[config.mk]
export PLATFORM = sky130hd
export DESIGN_NAME = serial_add_ctrl_flat
export DESIGN_NICKNAME = d
export VERILOG_FILES = /design/src/rtl/serial_add_ctrl_if.sv /design/src/rtl/serial_add_ctrl.sv /design/src/flat_wrapper.sv
export SDC_FILE = /design/constraint.sdc
export NUM_CORES = 1
export LEC_CHECK = 0
export BUFFER_PORTS_ARGS = -buffer_cell sky130_fd_sc_hd__clkbuf_2
export CAP_MARGIN = 20
export CORE_MARGIN = 2
export CORE_UTILIZATION = 30
export CTS_CLUSTER_DIAMETER = 60
export DETAILED_ROUTE_END_ITERATION = 12
export GPL_TIMING_DRIVEN = 0
export PLACE_DENSITY = 0.59
export SYNTH_ARGS = -nofsm -noshare
export SYNTH_HDL_FRONTEND = slang
export SYNTH_SLANG_ARGS = --single-unit
[constraint.sdc]
create_clock -name clk -period 3.6 [get_ports clk]
set_clock_uncertainty 0.15 [all_clocks]
set_input_delay 0.72 -clock clk [delete_from_list [all_inputs] [get_ports clk]]
set_output_delay 0.72 -clock clk [all_outputs]
set_load 0.005 [all_outputs]
[src/rtl/serial_add_ctrl_if.sv]
// Operand/result bundle for serial_add_ctrl; the sub request exists only with SERIAL_ADD_SUB_EN.
// The master drives start/operands; the slave (controller) drives status and results.
interface serial_add_ctrl_if #(
  parameter int NIBBLES = 4
);
  localparam int W = 4 * NIBBLES;

  logic         start;
  logic [W-1:0] a;
  logic [W-1:0] b;
  logic         cin;
`ifdef SERIAL_ADD_SUB_EN
  logic         sub;
`endif
  logic         busy;
  logic         done;
  logic [W-1:0] sum;
  logic         cout;
  logic         ovf;

`ifdef SERIAL_ADD_SUB_EN
  modport master (output start, a, b, cin, sub, input busy, done, sum, cout, ovf);
  modport slave  (input start, a, b, cin, sub, output busy, done, sum, cout, ovf);
`else
  modport master (output start, a, b, cin, input busy, done, sum, cout, ovf);
  modport slave  (input start, a, b, cin, output busy, done, sum, cout, ovf);
`endif
endinterface

[src/rtl/serial_add_ctrl.sv]
// 4*NIBBLES-bit adder reusing one 4-bit slice, LSB nibble first; optional subtract via SERIAL_ADD_SUB_EN.
// Latency NIBBLES+1 cycles start-to-done; start is only sampled in IDLE and is dropped otherwise (no queueing).
module serial_add_ctrl #(
  parameter int NIBBLES = 4
) (
  input  logic             clk,
  input  logic             rst,
  serial_add_ctrl_if.slave bus
);
  localparam int W  = 4 * NIBBLES;
  localparam int IW = $clog2(NIBBLES);
  localparam logic [IW-1:0] LAST = IW'(NIBBLES - 1);

  typedef enum logic [1:0] {
    IDLE = 2'd0,
    RUN  = 2'd1,
    DONE = 2'd2
  } state_t;

  state_t        state, state_nxt;
  logic [W-1:0]  a_q, b_q, sum_q;
  logic          cin_q, carry_q, c3_q;
  logic [IW-1:0] idx;
  logic          load, step;
  logic [3:0]    na, nb;
  logic          c_in;
  logic [4:0]    full;

  always_ff @(posedge clk) begin
    if (rst) state <= IDLE;
    else     state <= state_nxt;
  end

  always_comb begin
    state_nxt = state;
    load      = 1'b0;
    step      = 1'b0;
    bus.busy  = 1'b0;
    bus.done  = 1'b0;
    case (state)
      IDLE: begin
        if (bus.start) begin
          load      = 1'b1;
          state_nxt = RUN;
        end
      end
      RUN: begin
        bus.busy = 1'b1;
        step     = 1'b1;
        if (idx == LAST) state_nxt = DONE;
      end
      DONE: begin
        bus.done  = 1'b1;
        state_nxt = IDLE;
      end
      default: state_nxt = IDLE;
    endcase
  end

  // Select the current nibble of each latched operand.
  always_comb begin
    na = 4'd0;
    nb = 4'd0;
    for (int n = 0; n < NIBBLES; n++) begin
      if (idx == IW'(n)) begin
        na = a_q[4*n +: 4];
        nb = b_q[4*n +: 4];
      end
    end
    c_in = (idx == '0) ? cin_q : carry_q;
    full = {1'b0, na} + {1'b0, nb} + {4'd0, c_in};
  end

  always_ff @(posedge clk) begin
    if (rst) begin
      a_q     <= '0;
      b_q     <= '0;
      sum_q   <= '0;
      cin_q   <= 1'b0;
      carry_q <= 1'b0;
      c3_q    <= 1'b0;
      idx     <= '0;
    end else if (load) begin
      a_q   <= bus.a;
`ifdef SERIAL_ADD_SUB_EN
      // Subtract is A + ~B + 1, so fold the inversion and forced carry in at latch time.
      b_q   <= bus.sub ? ~bus.b : bus.b;
      cin_q <= bus.sub | bus.cin;
`else
      b_q   <= bus.b;
      cin_q <= bus.cin;
`endif
      sum_q <= '0;
      idx   <= '0;
    end else if (step) begin
      for (int n = 0; n < NIBBLES; n++) begin
        if (idx == IW'(n)) sum_q[4*n +: 4] <= full[3:0];
      end
      carry_q <= full[4];
      // Carry into bit 3 recovered from the slice sum bit and its two operand bits.
      c3_q    <= full[3] ^ na[3] ^ nb[3];
      idx     <= idx + 1'b1;
    end
  end

  assign bus.sum  = sum_q;
  assign bus.cout = carry_q;
  assign bus.ovf  = c3_q ^ carry_q;

endmodule
[src/flat_wrapper.sv]
// flat-port wrapper written by rule: the top's interface ports become plain ports
module serial_add_ctrl_flat 
#(
  parameter int NIBBLES = 4
)
  (clk, rst, bus_start, bus_a, bus_b, bus_cin, bus_busy, bus_done, bus_sum, bus_cout, bus_ovf);
  serial_add_ctrl_if #(.NIBBLES(NIBBLES)) bus_i ();
  input  logic clk;
  input  logic rst;
  input wire logic [$bits(bus_i.start)-1:0] bus_start;
  input wire logic [$bits(bus_i.a)-1:0] bus_a;
  input wire logic [$bits(bus_i.b)-1:0] bus_b;
  input wire logic [$bits(bus_i.cin)-1:0] bus_cin;
  output wire logic [$bits(bus_i.busy)-1:0] bus_busy;
  output wire logic [$bits(bus_i.done)-1:0] bus_done;
  output wire logic [$bits(bus_i.sum)-1:0] bus_sum;
  output wire logic [$bits(bus_i.cout)-1:0] bus_cout;
  output wire logic [$bits(bus_i.ovf)-1:0] bus_ovf;
  assign bus_i.start = bus_start;
  assign bus_i.a = bus_a;
  assign bus_i.b = bus_b;
  assign bus_i.cin = bus_cin;
  assign bus_busy = bus_i.busy;
  assign bus_done = bus_i.done;
  assign bus_sum = bus_i.sum;
  assign bus_cout = bus_i.cout;
  assign bus_ovf = bus_i.ovf;
  serial_add_ctrl #(.NIBBLES(NIBBLES)) u_core (.clk(clk), .rst(rst), .bus(bus_i));
endmodule
==> flow_metrics.env, run 1 <==
export IMPL_final_common_cell="nand2_1"
export IMPL_grt_max_degree=17
export IMPL_die_area_mm2=0.00894
export IMPL_antenna_left=0
export IMPL_synthDistinctLibCells=31
export IMPL_multi_input_area_mm2=0.00124
export IMPL_crit_arrival_ns=3.34
export IMPL_finish_utilization_pct=36.5
export IMPL_end_kind="flip-flop"
export IMPL_syn_cell_area_mm2=0.00246
export IMPL_dp_hpwl_mm=4.52
export IMPL_post_route_drc_count=0
export IMPL_critPathCapture="u_core.c3_q"
export IMPL_drt_initial_drc_count=96
export IMPL_ys_flop_type="dfxtp_1"
export IMPL_grt_pass1_wl_mm=9.60
export IMPL_vdd_drop_max_v=0.000160
export IMPL_final_max_slew_viol_count=0
export IMPL_fin_crit_sh_pct=91.5
export IMPL_worstPathMaxFanout=10
export IMPL_slew_headroom_pct=65.6
export IMPL_port_buffers=55
export IMPL_overflow=0
export IMPL_placed_area_mm2=0.00287
export IMPL_gp_congestion=0.814
export IMPL_final_cell_mix="nand2_1, clkbuf_2, a21oi_1, dfxtp_1, nor2_1"
export IMPL_status="finished clean"
export IMPL_routedWlPerCell_um=12.1
export IMPL_power_density_mw_per_mm2=397
export IMPL_rsz0062_at_grt="false"
export IMPL_cts_tree="built"
export IMPL_clock_latency_ns=0.31
export IMPL_first_global_vias=2078
export IMPL_fmax_mhz=304
export IMPL_core_mm2=0.00809
export IMPL_cts_made_buffers=5
export IMPL_dp_cells=471
export IMPL_yosysSeqAreaShare_pct=44.8
export IMPL_rows=33
export IMPL_netlist_instances=311
export IMPL_syn_avg_cell_area_um2=7.91
export IMPL_r2r_start="u_core.idx[1]"
export IMPL_crit_type="reg -> reg"
export IMPL_hold_depth=2
export IMPL_wl_mm=5.78
export IMPL_startpoint="u_core.idx[1]"
export IMPL_cts_path_max_buffers=2
export IMPL_ctsHoldBuffers=0
export IMPL_tightest_slew_ns=0.517
export IMPL_start_util_pct=30.4
export IMPL_setup_viol=0
export IMPL_regToRegSetupSlack_ns=0.31
export IMPL_synth_seq_cells=55
export IMPL_diodes=0
export IMPL_area_delta_synth_final_pct=19.9
export IMPL_synth_edff_count=0
export IMPL_maxCapViolCount=0
export IMPL_first_pass_iters=4
export IMPL_vias=2169
export IMPL_fillers=904
export IMPL_h_tree_depth=2
export IMPL_reg2reg_to="u_core.c3_q"
export IMPL_leakagePower_nw=1.21
export IMPL_fin_area_mm2=0.00295
export IMPL_die_y_um=94.6
export IMPL_final_hold_violation_count=0
export IMPL_critPathRequiredTime_ns=3.65
export IMPL_layout_nets=418
export IMPL_startpoint_type="flip-flop"
export IMPL_chipWidth_um=94.6
export IMPL_grtUsageTotal_pct=13.5
export IMPL_clkSinkCount=55
export IMPL_period_minus_slack_ns=3.29
export IMPL_antenna_found_initial=0
export IMPL_hp_class="reg -> reg"
export IMPL_finalPower_w=0.00117
export IMPL_ios=56
export IMPL_clkTransAtPathRegs_ns=0.10
export IMPL_r2r_worst_path_cells=14
export IMPL_async_flop_share_pct=0
export IMPL_synth_fp_nets=356
export IMPL_yosysWarnings=0
export IMPL_seqCellArea_mm2=0.00110
export IMPL_cts_resized=0
export IMPL_cts_setup_buffers=0
export IMPL_drive_gt1_share_pct=19.0
export IMPL_root_buffer="clkbuf_8"
export IMPL_setup_tns_ns=0
export IMPL_vias_per_cell=4.54
export IMPL_instances_no_fill=478
cell usage after synthesis (all sizes together) (3+ instances only):
master	instances	area (um^2)
clkbuf	15	56.3
nor2	28	105
nand3b	9	67.6
inv	5	18.8
and2	6	37.5
dfxtp	55	1100
nand2b	3	18.8
a211oi	9	67.6
mux2i	9	90.1
nand2	77	289
o21ai	4	20.0
ha	7	87.6
a21oi	55	275
nor2b	3	18.8
buf	9	45.1
layout make-up:
cell class	instances	share of cell area [%]
multi-input combinational	227	42.0
sequential	55	37.3
timing repair buffer	55	9.33
tap	105	4.45
buffer	24	3.48
clock buffer	5	2.33
inverter	5	0.636
clock inverter	2	0.466
flip-flops by register name, indices dropped and copies added (netlist names):
signal	count
u_core.c3_q	1
u_core.idx	2
u_core.state	2
u_core.bus.cout	1
u_core.cin_q	1
u_core.b_q	16
u_core.bus.sum	16
u_core.a_q	16
worst max-delay path, cell delays in order (launching register included):
cell and delay [ns]:
dfxtp_1 0.36, inv_1 0.08, ha_1 0.29, clkbuf_2 0.22, nand3b_1 0.19, a21oi_1 0.16, a21oi_1 0.06, nor2_1 0.10
a21oi_1 0.08, fa_1 0.48, nand3b_1 0.19, a21boi_0 0.30, a211o_1 0.20, a21oi_1 0.07, a311o_1 0.27
power by group:
group          internal, W  switching [W]  total [W]  leakage, nW
combinational    0.0000797       0.000111   0.000190        0.721
clock             0.000133       0.000190   0.000323       0.0440
sequential        0.000638      0.0000184   0.000656        0.449
total             0.000851       0.000319    0.00117         1.21
cell families after synthesis:
logic type / after synthesis / synth area share (%)
fa+ha+maj: 9 / 5.19
buf+inv: 29 / 4.88
xor+xnor: 3 / 1.07
simple gates: 130 / 22.9
compound gates: 76 / 17.5
flops: 55 / 44.8
mux: 9 / 3.66
metal layers:
metal / share of wire [%] / vias up / track usage, %
met1: 50 / 970 / 18.9
li1: - / 1157 / -
met4: 0.85 / 0 / 3.26
met5: 0 / - / 0
met3: 4.9 / 4 / 2.63
met2: 45 / 38 / 21.6
through the flow:
| stage | hold slack [ns] | setup WS, ns |
|---|---|---|
| after CTS | 0.316 | 0.258 |
| after detailed placement | 0.302 | 0.286 |
| final | 0.315 | 0.306 |
| after global placement | 0.292 | 0.328 |
| after floorplan | 0.282 | 0.702 |
| after global routing | 0.332 | 0.0182 |
worst min-delay path by stage:
stage / endpoint / from / slack (ns)
floorplan: u_core.a_q[15] / u_core.a_q[15] / 0.28
global placement: u_core.a_q[15] / u_core.a_q[15] / 0.29
detailed placement: u_core.b_q[5] / u_core.b_q[5] / 0.30
CTS: u_core.a_q[9] / u_core.a_q[9] / 0.32
global route: u_core.b_q[3] / u_core.b_q[3] / 0.33
finish: u_core.b_q[12] / u_core.b_q[12] / 0.31
(Power assumes the default switching activity.)
==> run 2, diff against run 1 <==
--- a/config.mk
+++ b/config.mk
@@ -5,14 +5,15 @@
 export SDC_FILE = /design/constraint.sdc
 export NUM_CORES = 1
 export LEC_CHECK = 0
+export ABC_AREA = 1
 export BUFFER_PORTS_ARGS = -buffer_cell sky130_fd_sc_hd__clkbuf_2
 export CAP_MARGIN = 20
 export CORE_MARGIN = 2
-export CORE_UTILIZATION = 30
+export CORE_UTILIZATION = 53
 export CTS_CLUSTER_DIAMETER = 60
 export DETAILED_ROUTE_END_ITERATION = 12
 export GPL_TIMING_DRIVEN = 0
-export PLACE_DENSITY = 0.59
+export PLACE_DENSITY = 0.89
 export SYNTH_ARGS = -nofsm -noshare
 export SYNTH_HDL_FRONTEND = slang
 export SYNTH_SLANG_ARGS = --single-unit
==> flow_metrics.env, run 2 <==
export IMPL_syn_cell_area_mm2=0.00247
export IMPL_cts_path_max_buffers=2
export IMPL_die_area_mm2=0.00522
export IMPL_hp_class="reg -> reg"
export IMPL_leakagePower_nw=1.41
export IMPL_crit_path_cell_trace="inv_1 > ha_1 > buf_6 > inv_2 > buf_6 > nor2_1 > o311ai_0 > o21ai_0 > fa_1 > fa_1 > xnor2_1 > inv_1 > nor2_1 > a21oi_1 > nor2_1"
export IMPL_setup_tns_ns=0
export IMPL_synth_xor_area_share_pct=0.710
export IMPL_status="finished clean"
export IMPL_yosys_area_top_type="dfxtp_1"
export IMPL_routedWlPerCell_um=13.0
export IMPL_yosys_top_cells_area="dfxtp_1, nor2_1, o21ai_0"
export IMPL_final_common_cell="nor2_1"
export IMPL_synth_top_family_by_area="simple AND/OR/NAND/NOR gates"
export IMPL_final_cell_mix="nor2_1, clkbuf_2, dfxtp_1"
export IMPL_cts_setup_buffers=0
export IMPL_hold_depth=2
export IMPL_first_pass_iters=4
export IMPL_final_hold_violation_count=0
export IMPL_min_delay_worst_endpoint="u_core.a_q[9]"
export IMPL_yosys_top_cells_count="nor2_1, dfxtp_1, o21ai_0"
export IMPL_cts_tree="built"
export IMPL_power_density_mw_per_mm2=441
export IMPL_core_mm2=0.00441
export IMPL_first_global_vias=2213
export IMPL_wl_mm=5.84
export IMPL_slew_headroom_pct=67.8
export IMPL_crit_arrival_ns=3.42
export IMPL_cts_made_buffers=5
export IMPL_synth_fp_nets=378
export IMPL_slowest_delay_ns=0.49
export IMPL_ys_flop_type="dfxtp_1"
export IMPL_cp_common_cell="nor2_1"
export IMPL_setup_viol=0
export IMPL_finish_utilization_pct=65.7
export IMPL_critical_path_top_delay_family="adder cells"
export IMPL_yosysTopAreaCellShare_pct=44.6
export IMPL_fmax_mhz=298
export IMPL_synthDistinctLibCells=28
export IMPL_critPathRequiredTime_ns=3.66
export IMPL_end_kind="flip-flop"
export IMPL_yosys_area_share_simple_pct=21.0
export IMPL_antenna_found_initial=0
export IMPL_critical_path_slowest_cell="fa_1"
export IMPL_netlist_instances=333
export IMPL_synth_edff_count=0
export IMPL_clkSinkCount=55
export IMPL_vdd_drop_max_v=0.000245
export IMPL_gp_congestion=0.870
export IMPL_worstPathMaxFanout=10
export IMPL_port_buffers=55
export IMPL_r2r_start="u_core.idx[1]"
export IMPL_rows=24
export IMPL_tightest_slew_ns=0.483
export IMPL_cp_num_buf_inv=5
export IMPL_diodes=0
export IMPL_dp_hpwl_mm=4.26
export IMPL_fin_area_mm2=0.00290
export IMPL_layout_nets=440
export IMPL_post_route_drc_count=0
export IMPL_clkTransAtPathRegs_ns=0.11
export IMPL_vias=2394
export IMPL_grt_pass1_wl_mm=9.94
export IMPL_synth_compound_area_share_pct=20.9
export IMPL_synth_most_common_cell="nor2_1"
export IMPL_final_max_slew_viol_count=0
export IMPL_drive_gt1_share_pct=22.0
export IMPL_vias_per_cell=5.34
export IMPL_ios=56
export IMPL_fin_crit_sh_pct=93.3
export IMPL_synth_seq_cells=55
export IMPL_die_y_um=72.2
export IMPL_syn_avg_cell_area_um2=7.41
export IMPL_chipWidth_um=72.2
export IMPL_grt_max_degree=19
export IMPL_synth_mux_area_share_pct=0.405
export IMPL_h_tree_depth=2
export IMPL_root_buffer="clkbuf_8"
export IMPL_synth_adder_area_share_pct=5.17
export IMPL_async_flop_share_pct=0
export IMPL_start_util_pct=55.9
export IMPL_rsz0062_at_grt="false"
export IMPL_antenna_left=0
export IMPL_clock_latency_ns=0.32
export IMPL_area_delta_synth_final_pct=17.5
export IMPL_crit_type="reg -> reg"
export IMPL_r2r_worst_path_cells=15
export IMPL_startpoint_type="flip-flop"
export IMPL_yosysWarnings=0
export IMPL_drt_initial_drc_count=187
export IMPL_grtUsageTotal_pct=24.3
export IMPL_ctsHoldBuffers=0
export IMPL_maxCapViolCount=0
export IMPL_placed_area_mm2=0.00281
export IMPL_yosysSeqAreaShare_pct=44.6
export IMPL_period_minus_slack_ns=3.36
export IMPL_reg2reg_to="u_core.bus.sum[2]"
export IMPL_min_from="u_core.a_q[9]"
export IMPL_regToRegSetupSlack_ns=0.24
export IMPL_cts_resized=0
export IMPL_overflow=0
run 2: through the flow:
| stage | hold WS, ns | power, W | instances | setup slack (ns) |
|---|---|---|---|---|
| after floorplan | 0.279 | 0.000851 | 333 | 0.698 |
| after global placement | 0.292 | 0.000921 | 440 | 0.416 |
| after detailed placement | 0.298 | 0.000932 | 440 | 0.322 |
| after CTS | 0.313 | 0.00128 | 448 | 0.226 |
| after global routing | 0.336 | 0.00134 | 448 | 0.0545 |
| final | 0.317 | 0.00128 | 448 | 0.240 |
run 2: layout make-up:
cell class,instances,area [um^2]
repair buffers,55,275
clock inverters,3,23.8
inverters,25,93.8
fillers,389,1510
multi-input cells,237,1190
flip-flops and latches,55,1100
well taps,52,65.1
plain buffers,16,83.8
clock buffers,5,68.8
run 2: power by group:
group | internal [W] | switching [W]
Combinational | 0.0000957 | 0.000160
Sequential | 0.000648 | 0.0000222
Clock | 0.000140 | 0.000214
Total | 0.000883 | 0.000396
run 2: per-layer routing:
metal	up-vias	global-route usage (%)	part of all wire (%)
met3	9	4.31	7.1
met1	1083	32.0	44
met4	0	8.81	1.4
met5	-	0	0
met2	91	40.0	48
li1	1211	-	-
run 2: kinds of logic after synthesis:
kind of cell             after synthesis
AO/OA/AOI/OAI                         95
XOR/XNOR                               2
AND/OR/NAND/NOR                      130
flip-flops                            55
buffers and inverters                 41
adder cells (fa/ha/maj)                9
multiplexers                           1
run 2: worst max-delay path by stage:
stage	start	endpoint	slack (ns)	cells past startpoint
floorplan	u_core.idx[1]	u_core.bus.sum[2]	0.70	15
global placement	u_core.idx[1]	u_core.bus.sum[2]	0.42	15
detailed placement	u_core.idx[1]	u_core.bus.sum[2]	0.32	15
CTS	u_core.idx[1]	u_core.bus.sum[2]	0.23	15
global route	u_core.idx[1]	u_core.bus.sum[2]	0.05	15
finish	u_core.idx[1]	u_core.bus.sum[2]	0.24	15
run 2: worst min-delay path, stage by stage, from the launching register on:
cell     delay (ns)
dfxtp_1        0.31
inv_1          0.06
a21oi_1        0.05
